**src/rtl/mem_copy_engine_if.sv**
```systemverilog
// Memory bus between the copy engine (initiator) and the synchronous memory blocks (responders).
// Read data is registered by the responder, so it is valid in the cycle after the address is presented.
interface mem_copy_engine_if;
    logic [7:0] mem_address;
    logic       mem_WE;
    logic [7:0] mem_data_in;
    logic [7:0] mem_data_out;

    modport master (
        output mem_address,
        output mem_WE,
        output mem_data_in,
        input  mem_data_out
    );

    modport slave (
        input  mem_address,
        input  mem_WE,
        input  mem_data_in,
        output mem_data_out
    );
endinterface

```
**src/rtl/mem_copy_engine.sv**
```systemverilog
// Block copy engine: copies `length` bytes from src_addr to dst_addr in ascending order,
// three cycles per byte (READ, LATCH, WRITE), all bus outputs registered from the FSM.
module mem_copy_engine (
    input  logic                     clk,
    input  logic                     reset,
    input  logic                     start,
    input  logic [7:0]               src_addr,
    input  logic [7:0]               dst_addr,
    input  logic [7:0]               length,
    output logic                     busy,
    output logic                     done,
    mem_copy_engine_if.master        mem
);

    typedef enum logic [2:0] {
        S_IDLE,
        S_READ,
        S_LATCH,
        S_WRITE,
        S_DONE
    } state_t;

    state_t     state_q;
    logic [7:0] src_q;
    logic [7:0] dst_q;
    logic [7:0] count_q;
    logic [7:0] buf_q;
    logic [7:0] addr_q;
    logic       we_q;
    logic       busy_q;
    logic       done_q;

    // Output registers are loaded with the values of the state being entered,
    // so every output is a clean Moore function of the current state.
    always_ff @(posedge clk) begin
        if (reset) begin
            state_q <= S_IDLE;
            src_q   <= 8'd0;
            dst_q   <= 8'd0;
            count_q <= 8'd0;
            buf_q   <= 8'd0;
            addr_q  <= 8'd0;
            we_q    <= 1'b0;
            busy_q  <= 1'b0;
            done_q  <= 1'b0;
        end else begin
            case (state_q)
                S_IDLE: begin
                    if (start) begin
                        busy_q <= 1'b1;
                        if (length != 8'd0) begin
                            src_q   <= src_addr;
                            dst_q   <= dst_addr;
                            count_q <= length;
                            addr_q  <= src_addr;
                            state_q <= S_READ;
                        end else begin
                            done_q  <= 1'b1;
                            state_q <= S_DONE;
                        end
                    end
                end
                S_READ: begin
                    state_q <= S_LATCH;
                end
                S_LATCH: begin
                    buf_q   <= mem.mem_data_out;
                    addr_q  <= dst_q;
                    we_q    <= 1'b1;
                    state_q <= S_WRITE;
                end
                S_WRITE: begin
                    // buf_q doubles as the write-data register, so clear it outside WRITE
                    we_q  <= 1'b0;
                    buf_q <= 8'd0;
                    if (count_q == 8'd1) begin
                        addr_q  <= 8'd0;
                        done_q  <= 1'b1;
                        state_q <= S_DONE;
                    end else begin
                        count_q <= count_q - 8'd1;
                        src_q   <= src_q + 8'd1;
                        dst_q   <= dst_q + 8'd1;
                        addr_q  <= src_q + 8'd1;
                        state_q <= S_READ;
                    end
                end
                S_DONE: begin
                    done_q  <= 1'b0;
                    busy_q  <= 1'b0;
                    state_q <= S_IDLE;
                end
                default: begin
                    state_q <= S_IDLE;
                end
            endcase
        end
    end

    assign busy             = busy_q;
    assign done             = done_q;
    assign mem.mem_address  = addr_q;
    // A reset landing on a WRITE cycle must suppress that byte's write at the same edge.
    assign mem.mem_WE       = we_q & ~reset;
    assign mem.mem_data_in  = buf_q;

endmodule

```
**src/flat_wrapper.sv**
```systemverilog
// flat-port wrapper written by rule: the top's interface ports become plain ports
module mem_copy_engine_flat 
  (clk, reset, start, src_addr, dst_addr, length, busy, done, mem_mem_address, mem_mem_WE, mem_mem_data_in, mem_mem_data_out);
  mem_copy_engine_if mem_i ();
  input  logic clk;
  input  logic reset;
  input  logic start;
  input  logic [7:0] src_addr;
  input  logic [7:0] dst_addr;
  input  logic [7:0] length;
  output logic busy;
  output logic done;
  output wire logic [$bits(mem_i.mem_address)-1:0] mem_mem_address;
  output wire logic [$bits(mem_i.mem_WE)-1:0] mem_mem_WE;
  output wire logic [$bits(mem_i.mem_data_in)-1:0] mem_mem_data_in;
  input wire logic [$bits(mem_i.mem_data_out)-1:0] mem_mem_data_out;
  assign mem_mem_address = mem_i.mem_address;
  assign mem_mem_WE = mem_i.mem_WE;
  assign mem_mem_data_in = mem_i.mem_data_in;
  assign mem_i.mem_data_out = mem_mem_data_out;
  mem_copy_engine u_core (.clk(clk), .reset(reset), .start(start), .src_addr(src_addr), .dst_addr(dst_addr), .length(length), .busy(busy), .done(done), .mem(mem_i));
endmodule
```
**config.mk**
```make
export PLATFORM = sky130hd
export DESIGN_NAME = mem_copy_engine_flat
export DESIGN_NICKNAME = d
export VERILOG_FILES = /design/src/rtl/mem_copy_engine_if.sv /design/src/rtl/mem_copy_engine.sv /design/src/flat_wrapper.sv
export SDC_FILE = /design/constraint.sdc
export NUM_CORES = 1
export LEC_CHECK = 0
export ABC_CLOCK_PERIOD_IN_PS = 1800
export CAP_MARGIN = 5
export CORE_MARGIN = 2
export CORE_UTILIZATION = 30
export CTS_BUF_LIST = sky130_fd_sc_hd__clkbuf_8
export DETAILED_ROUTE_END_ITERATION = 12
export PLACE_DENSITY = 0.49
export SLEW_MARGIN = 10
export SYNTH_ARGS = -nofsm -noshare
export SYNTH_HDL_FRONTEND = slang
export SYNTH_SLANG_ARGS = --single-unit
```
**constraint.sdc**
```tcl
create_clock -name clk -period 1.8 [get_ports clk]
set_input_delay 0.36 -clock clk [delete_from_list [all_inputs] [get_ports clk]]
set_output_delay 0.36 -clock clk [all_outputs]
set_load 0.02 [all_outputs]
```
# == Yosys cells after proc, flatten, opt, wreduce, memory -nomap -nowiden ==
# Cells that the tools add are included.
# totals
reg_bits,46
in_bits,35
output_inout_bits,19
wordCells,61
# classes
addsub,3
eq_ne,10
n_mux,26
bitwise_logic,2
n_reduce_logical,11
# ops
operator,n
$mux 8,10
$pmux 8 s2,4
$pmux 8 s3,1
$add 8x1->8 const B,2
$pmux 3 s4,1
$mux 3,3
$eq 8x1->1 const B,1
$reduce_and 4->1,2
$reduce_bool 8->1,1
$sub 8x1->8 const B,1
$eq 3x2->1 const B,2
$ne 2x2->1 const B,3
$reduce_bool 2->1,3
$reduce_bool 3->1,2
$mux 1,4
$ne 2x1->1 const B,2
$pmux 1 s2,2
$eq 3x1->1 const B,1
$eq 3x3->1 const B,1
$logic_not 3->1,1
$pmux 1 s3,1
$reduce_and 3->1,1
$reduce_and 2->1,1
$and 1x1->1,1
$not 1->1,1

# == Longest topological paths before layout ==
# Gate-level depths: netlist of run 1.
# logic_depth
ltp_word,4
mapped_depth,7
depth_no_buf,6

# == Least setup slack after synthesis of run 1 ==
# OpenSTA, ideal clock, no wires.
# synth_path
kind,reg-to-reg
startpoint,register u_core.count_q[1]
endpoint,register u_core.count_q[2]
setup_ns,0.117
arrival_ns,1.667
required_ns,1.683
path_slack_ns,0.016
stages_incl_launch_ff,8
n_path_buf,1
synth_period_minus_slack_ns,1.784
path_cell_list,dfxtp_1 > inv_1 > ha_1 > nor3b_1 > a21o_1 > buf_2 > nand2_4 > a32o_1
# synth_via
elab_chain_len,3
word_cells_on_any_way,6
classes_between,add/sub: 1; eq/ne: 2; mux: 2; reduce/logical: 1
# synth_lines
element,line,source
start: declaration,mem_copy_engine.sv:26,logic [7:0] count_q;
start signal: assignment,mem_copy_engine.sv:54,count_q <= length;
start signal: assignment,mem_copy_engine.sv:81,count_q <= count_q - 8'd1;
$sub 8x1->8 / $eq 8x1->1 (equally long branches),"mem_copy_engine.sv:81, mem_copy_engine.sv:76",
$mux 8 / $ne 2x2->1 (equally long branches),--,
$pmux 8 s2 / $reduce_and 4->1 (equally long branches),--,
# Several ways; a longest one is shown, not always the timed one. The select of a mux whose other input is x is not followed.
# A chain may end at the register's enable or synchronous reset.

# == Worst setup path in the final report of run 1 ==
# layout_path
startpoint,input length[5]
endpoint,register u_core.src_q[0]
# layout_via
elab_chain_len,3
# layout_lines
element,line,source
start: declaration,flat_wrapper.sv:10,input logic [7:0] length;
$reduce_bool 8->1,mem_copy_engine.sv:51,if (length != 8'd0) begin
$ne 2x1->1 (no line),--,
$reduce_and 4->1 (no line),--,
end signal: assignment,mem_copy_engine.sv:52,src_q <= src_addr;
end signal: assignment,mem_copy_engine.sv:82,src_q <= src_q + 8'd1;
end: declaration,mem_copy_engine.sv:24,logic [7:0] src_q;
# No other way between the ends.

==> results.rst, run 1 <==
.. list-table::
   :header-rows: 1

   * - Metric
     - Value
   * - Row Count
     - 35
   * - Start point of the worst hold path
     - u_core.mem.mem_data_in[2]
   * - Static leakage power
     - 1.51 nW
   * - Critical register-to-register path endpoint
     - u_core.count_q[6]
   * - Routed wire per std cell
     - 17.2 um
   * - Initial antenna violation count
     - 0
   * - Total number of H-tree levels
     - 2
   * - Nets@finish
     - 462
   * - Length in cells of the worst reg-to-reg path
     - 9
   * - Count of routing violations after the opening detailed-route iteration
     - 140
   * - Cell area after technology mapping
     - 0.00277 mm^2
   * - Number of antenna repair diodes
     - 0
   * - Via count
     - 2912
   * - Wire length reported by the detailed router
     - 9220 um
   * - Root buffer cell
     - clkbuf_8
   * - Via count of the first global-routing pass
     - 2924
   * - Maximum root-to-sink buffer count
     - 2
   * - Cell-by-cell trace of the critical path
     - dlygate4sd2_1 -> or4_4 -> o21ai_4 -> buf_6 -> bufbuf_16 -> nand3_1 -> a31oi_1
   * - Total Die Area
     - 0.0100 mm^2
   * - Cell with the biggest individual delay on the critical path
     - or4_4
   * - Share of post-route cells with drive strength above 1
     - 0.250
   * - Achievable frequency
     - 0.561 GHz
   * - Mean cell area of the mapped netlist
     - 8.33 um^2
   * - Main flop type after synthesis
     - dfxtp_1
   * - Final max-slew violation count
     - 0
   * - Cell area after placement
     - 0.00371 mm^2
   * - Remaining Overflow, GRT
     - 0
   * - Leading cell type in the layout, fill and taps excluded
     - buf_4
   * - CTS tree
     - yes
   * - Relative slew slack
     - 0.619
   * - Flip-flop and latch count after synthesis
     - 46
   * - HPWL after detailed placement
     - 6270 um
   * - CP Class
     - in2reg
   * - CTS buffer count
     - 5
   * - Max Clock Skew
     - 4.12 ps
   * - Clock insertion delay at the later pin of the skew report
     - 310 ps
   * - Worst reg2reg path startpoint
     - u_core.count_q[1]
   * - Count of flip-flops with a built-in enable after synthesis
     - 0
   * - Post-synthesis net count
     - 372
   * - Cell depth of the worst hold path
     - 2
   * - Area of the multi-input gates
     - 0.00178 mm^2
   * - Least-Margin Pin Slew
     - 572 ps
   * - Clock-pin slew reported for the worst setup and hold paths after clock tree synthesis
     - 90 ps
   * - Largest fanout of any net on the critical path
     - 4
   * - Area added between synthesis and finish
     - 45.8%
   * - Crit end category
     - flop
   * - Type of element launching the critical path
     - input pin
   * - Global-route total usage across every layer
     - 0.186
   * - Hold Crit Class
     - reg2reg
   * - Count of different cell masters after synthesis
     - 66
   * - Area occupied by registers
     - 923 um^2
   * - Maximum cell stage delay along the critical path
     - 570 ps
   * - Total design power
     - 3.76 mW
   * - Vias per inst
     - 5.44
   * - Most crowded layer after global routing
     - met2
   * - Maximum number of pins on one net before global-route repair
     - 42
   * - Critical Path Stages
     - 7
   * - Cell type with the highest aggregate area in the netlist
     - dfxtp_1
   * - Crit path time final
     - 1780 ps
   * - Most used cells in the layout excluding fill and tap cells
     - buf_4, dfxtp_1, clkdlybuf4s50_1, nand2_1, a21oi_1
   * - Total power divided by cell area
     - 929 mW/mm^2
   * - Effective utilization at floorplan
     - 0.304
   * - Vertical extent of the die
     - 100 um
   * - Number of buffer and inverter instances along the worst setup path
     - 3
   * - I/O Buffers
     - 53
   * - Filler cell count
     - 934
   * - Dominant cells by area after synthesis
     - dfxtp_1, a21oi_1, nand2_1
   * - YS warnings
     - 0
   * - Mapped Cells
     - 333
   * - Outcome
     - finished, final reports clean
   * - Maximum VDD drop
     - 370 uV
   * - Sequential cell area fraction in the yosys report
     - 0.332
   * - Number of nets with antenna violations after detailed routing
     - 0
   * - Worst hold path endpoint
     - u_core.mem.mem_data_in[2]
   * - Max-capacitance violation count
     - 0
   * - Final GP Congestion
     - 0.837
   * - Crit share post-route
     - 0.990
   * - Area of the core
     - 0.00911 mm^2
   * - Wire length of the first global-routing pass
     - 14900 um
   * - Setup slack on the worst flop-to-flop path
     - 90 ps
   * - Top-level I/O count
     - 54
   * - GR Util met3
     - 0.0258
   * - Total setup violations reported at the end of the flow
     - 0
   * - Area of all placed cells without fillers
     - 0.00404 mm^2
   * - Area share of the leading cell type in the synthesized netlist
     - 0.332
   * - Iteration count of the initial detailed-routing pass
     - 4
   * - Met2 global-route usage
     - 0.323
   * - # clock sinks
     - 46
   * - Die width
     - 100 um
   * - Kind of cell with the highest combined delay on the critical path
     - simple AND/OR/NAND/NOR gates
   * - Met1 Use GR
     - 0.248
   * - DRC Markers
     - 0
   * - Final count of hold timing violations
     - 0
   * - CP Data Required Time
     - 2040 ps
   * - Async set or reset register ratio after synthesis
     - 0
   * - Data arrival time at the worst-slack endpoint
     - 2020 ps
==> kinds of logic after synthesis <==
family                   after synthesis  synth area share
AND/OR/NAND/NOR                      126             0.260
AO/OA/AOI/OAI                        116             0.311
flip-flops                            46             0.332
buffers and inverters                 36            0.0627
XOR/XNOR                               4            0.0126
adder cells (fa/ha/maj)                4            0.0181
multiplexers                           1           0.00361
==> how the worst max path moves through the flow <==
stage / from / end / slack, ps
global placement: length[5] / u_core.mem.mem_address[1] / -380
global route: length[5] / u_core.count_q[5] / -10
CTS: u_core.state_q[2] / u_core.mem.mem_address[0] / -7
detailed placement: length[5] / u_core.mem.mem_address[1] / -400
finish: length[5] / u_core.src_q[0] / 20
floorplan: u_core.count_q[1] / u_core.count_q[2] / 20
==> stage by stage <==
stage          TNS [ps]  instances  worst slack, ps  utilization  hold WS (ps)
2_1_floorplan         0        333             16.0            -           453
3_3_place_gp     -10500        516             -384        0.407           441
3_5_place_dp     -10810        516             -401        0.407           446
4_1_cts           -7.23        532            -7.23        0.431           461
5_1_grt           -10.5        535            -10.5        0.444           484
6_report              0        535             18.0        0.444           457
==> layer usage <==
layer / wire [um] / vias to the layer above
li1: - / 1451
met1: 4210 / 1395
met2: 4470 / 60
met3: 453 / 6
met4: 79 / 0
met5: 0 / -
==> power by group <==
group / internal, mW / total (mW) / switching [mW]
Clock: 0.274 / 0.669 / 0.395
Sequential: 1.18 / 1.35 / 0.166
Combinational: 0.863 / 1.74 / 0.875
==> worst register-to-register path: cells and delay by family, from the launching register on <==
family / cells / cell delay [ps]
compound gates: 2 / 440
fa+ha+maj: 1 / 160
buf+inv: 4 / 460
flops: 1 / 340
simple gates: 2 / 210
==> synthesized netlist by cell type, types with 4 or more instances <==
cell type  number
a211oi_1        4
a21oi_1        34
a31oi_1         6
buf_2          10
clkbuf_1       14
dfxtp_1        46
ha_1            4
inv_1           8
nand2_1        33
nand2b_1        5
nand3_1        18
nand3b_1        9
nand4_1        10
nor2_1         13
nor3_1         10
nor4_1          4
o21ai_0        15
o22ai_1         5
o31ai_1         6
o32ai_1         4
o32ai_2         5
==> registers in the layout, indices dropped and copies added (netlist names) <==
name,cells
u_core.dst_q,8
u_core.count_q,8
u_core.done,1
u_core.mem.mem_address,8
u_core.state_q,3
u_core.we_q,1
u_core.busy,1
u_core.src_q,8
u_core.mem.mem_data_in,8
==> repair_timing <==
action	in CTS	in global routing
endpoints found under the setup margin	28	27
hold buffers	0	0
setup buffers	6	3
pin swaps	4	7
gates cloned	2	1
endpoints found under the hold margin	0	0
gates resized for setup	16	22
==> cell type report <==
type / count / area share
Timing Repair Buffer: 111 / 0.267
Clock buffer: 5 / 0.0170
Tap cell: 111 / 0.0343
Clock inverter: 3 / 0.00526
Inverter: 8 / 0.00743
Sequential cell: 46 / 0.228
Multi-Input combinational cell: 251 / 0.440
Note: power is estimated with default switching activity, not from simulation.
==> run 2: changes to the inputs <==
--- a/config.mk
+++ b/config.mk
@@ -6,12 +6,13 @@
 export NUM_CORES = 1
 export LEC_CHECK = 0
 export ABC_CLOCK_PERIOD_IN_PS = 1800
-export CAP_MARGIN = 5
-export CORE_MARGIN = 2
+export CELL_PAD_IN_SITES_DETAIL_PLACEMENT = 0
+export CELL_PAD_IN_SITES_GLOBAL_PLACEMENT = 1
+export CORE_MARGIN = 4
 export CORE_UTILIZATION = 30
 export CTS_BUF_LIST = sky130_fd_sc_hd__clkbuf_8
 export DETAILED_ROUTE_END_ITERATION = 12
-export PLACE_DENSITY = 0.49
+export PLACE_DENSITY = 0.63
 export SLEW_MARGIN = 10
 export SYNTH_ARGS = -nofsm -noshare
 export SYNTH_HDL_FRONTEND = slang
==> results.rst, run 2 (synthesis results as in run 1) <==
.. list-table::
   :header-rows: 1

   * - Metric
     - Value
   * - Outcome
     - finished, final reports clean
   * - Setup slack on the worst flop-to-flop path
     - 90 ps (about the same)
   * - DRC Markers
     - 0 (unchanged)
   * - Maximum cell stage delay along the critical path
     - 340 ps (-230 ps)
   * - Die width
     - 104 um (+4.0%)
   * - Relative slew slack
     - 0.623 (+0.00398)
   * - Initial antenna violation count
     - 0 (unchanged)
   * - Root buffer cell
     - clkbuf_8
   * - Largest fanout of any net on the critical path
     - 10 (+6)
   * - Crit share post-route
     - 0.949 (-0.0408)
   * - Max-capacitance violation count
     - 0 (unchanged)
   * - Top-level I/O count
     - 54 (unchanged)
   * - Area of all placed cells without fillers
     - 0.00395 mm^2 (-2.4%)
   * - Cell area after placement
     - 0.00366 mm^2 (-1.2%)
   * - Total setup violations reported at the end of the flow
     - 0 (unchanged)
   * - Achievable frequency
     - 0.585 GHz (+4.3%)
   * - Sw Ratio
     - 0.370 (-0.0120)
   * - CTS tree
     - yes
   * - Leading cell type in the layout, fill and taps excluded
     - dfxtp_1
   * - Combinational Power Share
     - 0.435 (-0.028)
   * - Total power divided by cell area
     - 965 mW/mm^2 (+3.9%)
   * - CTS buffer count
     - 5 (unchanged)
   * - Unrepaired setup endpoints after global routing
     - no
   * - Via count
     - 2889 (-0.79%)
   * - Nets@finish
     - 453 (-1.9%)
   * - Worst setup path start
     - u_core.count_q[1]
   * - Cell with the biggest individual delay on the critical path
     - dfxtp_2
   * - # placed instances
     - 509 (-1.4%)
   * - Count of routing violations after the opening detailed-route iteration
     - 178 (+27%)
   * - Cell-by-cell trace of the critical path
     - inv_1 -> ha_1 -> nor3b_4 -> buf_4 -> a21oi_4 -> buf_12 -> buf_4 -> o22ai_1 -> a32o_1
   * - CP Class
     - reg2reg
   * - Number of antenna repair diodes
     - 0 (unchanged)
   * - Row Count
     - 34 (-2.9%)
   * - Net switching power of the design
     - 1.41 mW (-1.8%)
   * - Data arrival time at the worst-slack endpoint
     - 1910 ps (-110 ps)
   * - Share of post-route cells with drive strength above 1
     - 0.222 (-0.0283)
   * - Share of total power in sequential cells
     - 0.352 (-0.007)
   * - Worst hold-check slack
     - 459 ps (+2.05 ps)
   * - Maximum VDD drop
     - 370 uV (about the same)
   * - # clock sinks
     - 46 (unchanged)
   * - Remaining Overflow, GRT
     - 0 (unchanged)
   * - Critical register-to-register path endpoint
     - u_core.dst_q[2]
   * - Max Clock Skew
     - 6.08 ps (+1.96 ps)
   * - Final max-slew violation count
     - 0 (unchanged)
   * - Internal power
     - 2.40 mW (+3.3%)
   * - Global-route total usage across every layer
     - 0.164 (-0.0218)
   * - Total Die Area
     - 0.0108 mm^2 (+8.1%)
   * - Final GP Congestion
     - 0.775 (-7.4%)
   * - Vertical extent of the die
     - 104 um (+4.0%)
   * - Non-filler instance count after layout
     - 523 (-2.2%)
   * - Most used cells in the layout excluding fill and tap cells
     - dfxtp_1, clkdlybuf4s50_1, buf_4, a21oi_1, nand2_1
   * - Clock Power Share
     - 0.213 (+0.035)
   * - Cell type with the highest occurrence count on the critical path
     - buf_4
   * - Crit end category
     - flop
   * - HPWL after detailed placement
     - 6320 um (+0.73%)
   * - Last element of the critical path
     - u_core.dst_q[2]
   * - Clock insertion delay at the later pin of the skew report
     - 310 ps (about the same)
   * - Iteration count of the initial detailed-routing pass
     - 4 (unchanged)
   * - Maximum root-to-sink buffer count
     - 2 (unchanged)
   * - Vias per inst
     - 5.52 (+1.5%)
   * - Via count of the first global-routing pass
     - 2806 (-4.0%)
   * - Clock-pin slew reported for the worst setup and hold paths after clock tree synthesis
     - 100 ps (about the same)
   * - Maximum number of pins on one net before global-route repair
     - 42 (unchanged)
   * - Area added between synthesis and finish
     - 42.3%
   * - Area of the core
     - 0.00885 mm^2 (-2.9%)
   * - Total number of H-tree levels
     - 2 (unchanged)
   * - Hold Crit Class
     - reg2reg
   * - Crit path time final
     - 1710 ps (-73.4 ps)
   * - Number of nets with antenna violations after detailed routing
     - 0 (unchanged)
   * - I/O Buffers
     - 53 (unchanged)
   * - Wire length of the first global-routing pass
     - 14600 um (-1.8%)
   * - Length in cells of the worst reg-to-reg path
     - 9 (unchanged)
   * - Effective utilization at floorplan
     - 0.313 (+0.00895)
   * - Least-Margin Pin Slew
     - 566 ps (-5.97 ps)
   * - Total design power
     - 3.81 mW (+1.4%)
   * - Wire length reported by the detailed router
     - 9170 um (-0.51%)
   * - Routed wire per std cell
     - 17.5 um (+1.8%)
   * - Finished Core Util
     - 0.446 (+0.00189)
   * - Type of element launching the critical path
     - flop
   * - CP Data Required Time
     - 2010 ps (-30 ps)
   * - Static leakage power
     - 1.45 nW (-4.4%)
   * - Final count of hold timing violations
     - 0 (unchanged)
   * - Worst reg2reg path startpoint
     - u_core.count_q[1]
run 2: cell types whose count changed in the layout (fill, tap and decap cells not counted), sizes merged:
cell,change
buf,-8
clkinv,-2
bufbuf,-1
bufinv,+1
clkinvlp,+1
dlygate4sd2,-1
dlymetal6s2s,+1
run 2: per-layer routing:
layer / track usage / part of all wire / vias to the layer above / wire, um
met3: 0.0273 / 0.034 / 11 / 308
met5: 0 / 0 / - / 0
met4: 0.0399 / 0.012 / 0 / 108
li1: - / - / 1433 / -
met1: 0.221 / 0.48 / 1382 / 4390
met2: 0.274 / 0.48 / 63 / 4360
run 2: how the worst min path moves through the flow:
stage                                    startpoint                        end  slack, ps  depth (start not counted)
final                     u_core.mem.mem_data_in[4]  u_core.mem.mem_data_in[4]        460                          2
after global routing      u_core.mem.mem_data_in[0]  u_core.mem.mem_data_in[0]        480                          2
after CTS                 u_core.mem.mem_data_in[4]  u_core.mem.mem_data_in[4]        460                          2
after detailed placement  u_core.mem.mem_data_in[2]  u_core.mem.mem_data_in[2]        450                          2
after global placement    u_core.mem.mem_data_in[7]  u_core.mem.mem_data_in[7]        440                          2
after floorplan                   u_core.count_q[7]          u_core.count_q[7]        450                          2
run 2: worst max-delay path, delay by kind of cell, from the launching register on:
| family | cells | cell delay (ps) |
|---|---|---|
| compound gates | 3 | 470 |
| simple gates | 1 | 150 |
| fa+ha+maj | 1 | 170 |
| flops | 1 | 340 |
| buf+inv | 4 | 470 |
run 2: through the flow:
| step | setup TNS, ps | worst slack (ps) |
|---|---|---|
| finish | 0 | 91.4 |
| global route | 0 | 2.01 |
| CTS | 0 | 16.1 |
| detailed placement | -11790 | -415 |
| global placement | -10210 | -367 |
| floorplan | 0 | 16.0 |
run 2: power by group through the flow:
| stage | combinational [mW] | sequential [mW] | clock [mW] |
|---|---|---|---|
| after floorplan | 0.856 | 1.40 | 0 |
| after global placement | 1.53 | 1.35 | 0 |
| after detailed placement | 1.53 | 1.36 | 0 |
| after CTS | 1.56 | 1.33 | 0.835 |
| after global routing | 1.79 | 1.36 | 0.872 |
| final | 1.66 | 1.34 | 0.812 |
run 2: repair_timing:
| action | in CTS | in global routing |
|---|---|---|
| gates cloned | 1 | 1 |
| setup endpoints to repair | 32 | 19 |
| gates resized for setup | 12 | 16 |
| buffers inserted | 3 | 1 |
| pin swaps | 5 | 4 |
| hold buffers | 0 | 0 |
run 2: cell type report:
type,instances,area [um^2]
clock buffer,5,68.8
tap,108,135
fill,912,4900
multi-input combinational,251,1760
sequential,46,922
clock inverter,3,45.0
inverter,8,30.0
timing repair buffer,102,982
